File: src/rtl/pipeline_hazard_unit.sv
// pipeline_hazard_unit: tracks in-flight register writes after decode, raising load-use stalls
// and selecting which post-decode stage forwards each source operand.
module pipeline_hazard_unit #(
    parameter int STAGES = 3,
    parameter int IDX_W = 5,
    parameter int READ_PORTS = 2,
    parameter int LOAD_READY = 2,
    parameter int CNT_W = 32,
    localparam int SEL_W = $clog2(STAGES + 1)
) (
    input  logic                        clk,
    input  logic                        reset,
    input  logic                        ext_stall,
    input  logic                        jump_enable,
    input  logic                        issue_valid,
    input  logic [IDX_W-1:0]            issue_rd_idx,
    input  logic                        issue_reg_write,
    input  logic                        issue_mem_load,
    input  logic [READ_PORTS*IDX_W-1:0] rs_idx,
    input  logic [READ_PORTS-1:0]       rs_used,
    output logic                        stall,
    output logic [READ_PORTS*SEL_W-1:0] fwd_sel,
    output logic [CNT_W-1:0]            stall_count,
    output logic [CNT_W-1:0]            fwd_count
);
    logic [STAGES:1]     r_valid;
    logic [STAGES:1]     r_load;
    logic [IDX_W-1:0]    r_rd [1:STAGES];
    logic [CNT_W-1:0]    r_stall_cnt;
    logic [CNT_W-1:0]    r_fwd_cnt;
    logic [READ_PORTS-1:0] w_haz;
    logic                w_ins;

    // Scan oldest to youngest so the youngest match overwrites older ones.
    always_comb begin
        w_haz = '0;
        fwd_sel = '0;
        for (int p = 0; p < READ_PORTS; p++) begin
            for (int k = STAGES; k >= 1; k--) begin
                if (rs_used[p] && issue_valid && r_valid[k] &&
                    r_rd[k] == rs_idx[p*IDX_W +: IDX_W] && rs_idx[p*IDX_W +: IDX_W] != '0) begin
                    w_haz[p] = r_load[k] && (k < LOAD_READY);
                    fwd_sel[p*SEL_W +: SEL_W] = (r_load[k] && (k < LOAD_READY)) ? '0 : SEL_W'(k);
                end
            end
        end
        stall = |w_haz && !jump_enable;
        w_ins = issue_valid && issue_reg_write && !stall && !jump_enable;
    end

    always_ff @(posedge clk or posedge reset) begin
        if (reset) begin
            r_valid <= '0;
            r_load <= '0;
            for (int k = 1; k <= STAGES; k++) r_rd[k] <= '0;
            r_stall_cnt <= '0;
            r_fwd_cnt <= '0;
        end else if (!ext_stall) begin
            r_valid <= {r_valid[STAGES-1:1], w_ins};
            r_load <= {r_load[STAGES-1:1], issue_mem_load};
            r_rd[1] <= issue_rd_idx;
            for (int k = 2; k <= STAGES; k++) r_rd[k] <= r_rd[k-1];
            if (stall && !(&r_stall_cnt)) r_stall_cnt <= r_stall_cnt + 1'b1;
            if (|fwd_sel && !(&r_fwd_cnt)) r_fwd_cnt <= r_fwd_cnt + 1'b1;
        end
    end

    assign stall_count = r_stall_cnt;
    assign fwd_count = r_fwd_cnt;
endmodule

File: config.mk
export PLATFORM = sky130hd
export DESIGN_NAME = pipeline_hazard_unit
export DESIGN_NICKNAME = d
export VERILOG_FILES = /design/src/rtl/pipeline_hazard_unit.sv
export SDC_FILE = /design/constraint.sdc
export NUM_CORES = 1
export LEC_CHECK = 0
export CAP_MARGIN = 10
export CORE_ASPECT_RATIO = 1.1
export CORE_UTILIZATION = 25
export CTS_CLUSTER_SIZE = 12
export DETAILED_ROUTE_END_ITERATION = 10
export HOLD_SLACK_MARGIN = 0.05
export PLACE_DENSITY = 0.5
export RECOVER_POWER = 50
export SYNTH_ARGS = -nofsm -noshare
export SYNTH_HDL_FRONTEND = slang
export SYNTH_SLANG_ARGS = --single-unit
File: constraint.sdc
create_clock -name clk -period 6.6 [get_ports clk]
set_clock_uncertainty 0.2 [all_clocks]
set_input_delay 0.66 -clock clk [delete_from_list [all_inputs] [get_ports clk]]
set_output_delay 0.66 -clock clk [all_outputs]
set_load 0.02 [all_outputs]
# After elaboration in Yosys (flattened, before gate mapping)

Cells that the tools add are included.

Add/sub/neg operators: 2
$lt $le $gt $ge: 0
Multiplexer cells: 9
Equality and inequality tests: 6
Multiply operators: 0
Div/mod/pow operators: 0
Shift operators: 0
Reduce and logical (&&, ||, !) cells: 38
Bitwise gates (word level): 1

Operators by type and width:

| operator              | count |
|---|---|
| $add 32x1->32 const B | 2 |
| $reduce_and 32->1     | 2 |
| $eq 5x5->1            | 6 |
| $logic_and 1x1->1     | 26 |
| $mux 2                | 6 |
| $reduce_bool 5->1     | 2 |
| $logic_not 1->1       | 4 |
| $reduce_and 2->1      | 2 |
| $reduce_or 4->1       | 1 |
| $mux 1                | 3 |
| $reduce_or 2->1       | 1 |
| $not 1->1             | 1 |

Register bits: 83
Bits in latches: 0
Memory bits (read-only): 0
Memory bits (writable): 0
Input port bits: 24
Logic and storage cells: 63
Output and inout port bits: 69
Memories: 0

# Depth between registers and ports, before layout

Depth after elaboration: 10
Gate-level depth with buffers: 9
Depth with buffers taken out: 7

# Worst setup path after synthesis

OpenSTA, ideal clock, no wires.

Kind: input to output
From: input port rs_idx[8]
To: output port fwd_sel[2]
Cell stages on the path: 5
Path slack: 3705 ps
Buffers on the path: 0
Arrival time: 2035 ps
Data required time: 5740 ps
Cell sequence: xor2_1 nor4_1 and3_1 or3b_2 a21oi_1

Word-level cells in the longest chain between the ends: 6
Elaborated cells between the ends (all ways): 13
Those cells by class: eq/ne (3); mux (3); reduce/logical (7)

Ends and longest elaborated chain:

| what                | RTL line | text |
|---|---|---|
| start: declaration  | 19       | `input logic [READ_PORTS*IDX_W-1:0] rs_idx,` |
| $eq 5x5->1          | 41       | `r_rd[k] == rs_idx[p*IDX_W +: IDX_W] && rs_idx[p*IDX_W +: IDX_W] != '0) begin` |
| $logic_and 1x1->1   | 40       | `if (rs_used[p] && issue_valid && r_valid[k] &&` |
| $logic_and 1x1->1   | 41       |  |
| $mux 2 (2 in a row) | 40       |  |
| $mux 2 *            | 40       |  |
| end: declaration    | 22       | `output logic [READ_PORTS*SEL_W-1:0] fwd_sel,` |

Every way passes the cells marked *; elsewhere a longest branch is shown, timed or not.

# Worst setup path in the final report

From: input port rs_idx[1]
To: output port stall

Word-level cells in the longest chain between the ends: 6
Elaborated cells between the ends (all ways): 7
Those cells by class: eq/ne (1); mux (1); reduce/logical (5)

Ends and longest elaborated chain:

| what                | RTL line | text |
|---|---|---|
| $eq 5x5->1          | 41       |  |
| $logic_and 1x1->1   | 40       |  |
| $logic_and 1x1->1 * | 41       |  |
| $mux 1 *            | 40       |  |
| $reduce_or 2->1 *   | 47       | `stall = \|w_haz && !jump_enable;` |
| $logic_and 1x1->1 * | 47       |  |
| end: declaration    | 21       | `output logic stall,` |

Marked as above.

==> results.json <==
{
  "outcome": "finished, violations left",
  "violations": "capacitance limit, slew limit",
  "min_path_type": "flip-flop to flip-flop",
  "top_layer": "met4",
  "slew_violations": 42,
  "vias": 3213,
  "wl_met2_um": 4885,
  "antenna_found_initial": 0,
  "dieArea_um2": 17860,
  "clkSlewWorstSetupHoldPaths_ps": 60,
  "drc_errors": 0,
  "async_flop_share_pct": 100.0,
  "cts_sinks": 83,
  "synthesis.area_um2": 4332,
  "die_x_um": 127.5,
  "multi_input_area_um2": 2140,
  "reg2reg_from": "r_rd[11]",
  "syn_to_final_growth_pct": 33.28,
  "synth_top_cell_by_area": "dfrtp_1",
  "layout_min_cycle_time_ps": 4011,
  "layout-drive-gt1-share_pct": 13.85,
  "wire_per_inst_um": 14.32,
  "setup_viol": 0,
  "rr_worst_depth": 7,
  "fp.coreArea_um2": 17020,
  "htreeDepth": 3,
  "worstSkewPairLatency_ps": 340,
  "drt_pre_antenna_iters": 4,
  "start_util_pct": 25.46,
  "cts_setup_buffers": 0,
  "tns_ps": 0,
  "rr_endpoint": "stall_count[27]",
  "synth_cells": 393,
  "power_per_cell_area_nw_per_um2": 193.9,
  "hold_buffers": 0,
  "synth.distinct_cells": 41,
  "worst_pin_slew_ps": 2376,
  "root_buffer": "clkbuf_16",
  "syn-num-nets": 419,
  "ys_warn_count": 0,
  "synth_edf_count": 0,
  "holdCritStartpoint": "fwd_count[18]",
  "synth_area_leaders": "dfrtp_1 (48%), xor2_1 (12%), xnor2_1 (7.1%)",
  "drtIter0Drc": 175,
  "cts_buffers": 9,
  "maxSlewHeadroom_pct": -58.41,
  "grt_use_total_pct": 12.38,
  "nFillCells": 1761,
  "p_leak_uw": 0.002447,
  "io_pins": 93,
  "period_share_pct": 60.77,
  "crit_fanout": 4,
  "hold_viol_final": 0,
  "hold_depth": 1,
  "cts_tree": "done",
  "ys_seq_area_share_pct": 47.95,
  "holdWs_ps": 284.7,
  "grt-ovfl-total": 0,
  "n_antenna_cell": 0,
  "hold_end": "fwd_count[18]",
  "crit_type": "input port to output pin",
  "synth_top_area_share_pct": 47.95,
  "crit_required_ps": 5740,
  "ant_nets": 0,
  "max_freq_ghz": 0.2493,
  "ys_seq_elements": 83,
  "place.gp.congestion": 0.7706,
  "seqCellArea_um2": 2077,
  "rsz0062_at_grt": "false",
  "yosys-top-cells-count": "dfrtp_1 (83), xor2_1 (57), xnor2_1 (35)",
  "avgSynthCellArea_um2": 11.02,
  "viasPerCell": 4.432,
  "grt_pass1_wl_um": 17150,
  "arrival_ps": 3150,
  "grt_pass1_vias": 3248,
  "grt_max_degree": 84,
  "maxCapViolations": 1,
  "wl_met3_um": 537,
  "die_h_um": 140.1,
  "synth_flop_cell": "dfrtp_1",
  "nets": 514,
  "endpoint_kind": "output pin",
  "cts.repair.resized": 0,
  "met1_length_um": 4806,
  "num_rows": 50,
  "r2r_slack_ps": 3780,
  "dp_hpwl_um": 7634,
  "ir_worst_vdd_uv": 109.1,
  "yosysMostFrequentCell": "dfrtp_1",
  "start_kind": "input port",
  "wirelength_um": 10390,
  "clock_path_buffers": 2,
  "port_buffers": 92
}
==> report_power, final <==
part	leakage, uW	switching (uW)	internal [uW]
Sequential	0.00110	24.9	527
Clock	0.000131	198	271
Combinational	0.00122	45.8	52.6
==> area by class of cell <==
class	count	area share, %
clock buffer	12	4.443
clock inverter	2	0.2167
inverter	9	0.6068
multi-input combinational	289	37.06
sequential	83	35.98
tap	234	5.072
timing repair buffer	96	16.62
==> worst max-delay path by stage <==
stage | from | end | slack [ps] | cells after the start
3_5_place_dp | rs_idx[1] | stall | 2560 | 8
6_report | rs_idx[1] | stall | 2590 | 8
5_1_grt | rs_idx[1] | stall | 2390 | 8
3_3_place_gp | rs_idx[1] | stall | 2580 | 7
2_1_floorplan | reset | fwd_count[0] | 3600 | 1
4_1_cts | rs_idx[1] | stall | 2560 | 8
==> cells by family after synthesis <==
logic type	Yosys count	synth area share (%)
multiplexers	19	4.939
flip-flops	83	47.95
AO/OA/AOI/OAI	10	2.513
AND/OR/NAND/NOR	166	22.76
adder cells (fa/ha/maj)	2	0.5776
XOR/XNOR	92	18.60
buffers and inverters	21	2.657
==> critical path, stage by stage <==
cell and delay (ps):
clkdlybuf4s50_1 520, xor2_1 200, nor4_2 330, nand3_1 190, a2bb2oi_2 230, nor2b_1 140
nor2b_1 220, clkdlybuf4s50_1 650
==> through the flow <==
stage	worst slack, ps	power (uW)	std cells	area (um^2)	utilization, %
2_1_floorplan	3603	616.4	393	4332	-
3_3_place_gp	2577	659.3	710	5488	32.25
3_5_place_dp	2557	661.2	710	5488	32.25
4_1_cts	2557	1140	724	5757	33.83
5_1_grt	2389	1173	725	5773	33.93
6_report	2589	1120	725	5773	33.93
==> routing by layer <==
metal  global-route usage, %  vias up
met5                       0        -
met2                   19.27       67
met4                   4.574        0
met1                   16.09     1578
met3                   3.782       13
li1                        -     1555
==> flip-flops by register name (all words and copies together) (netlist names) <==
register / count
fwd_count: 32
r_load: 1
r_valid: 3
r_rd: 15
stall_count: 32
==> placed cells by master, fill, tap and decap left out, types with 8 or more instances in the layout <==
cell type        instances
dlygate4sd3_1           18
xnor2_1                 35
and3_1                   9
clkbuf_16                9
nand2_1                 28
nor2_1                  24
nand4_1                 16
inv_1                    8
nand3_1                 30
clkdlybuf4s50_1         74
nor3_2                  12
xor2_1                  57
dfrtp_1                 83
mux2_2                  18
nor3_1                  10
No activity file was read; power rests on OpenSTA's default activity.
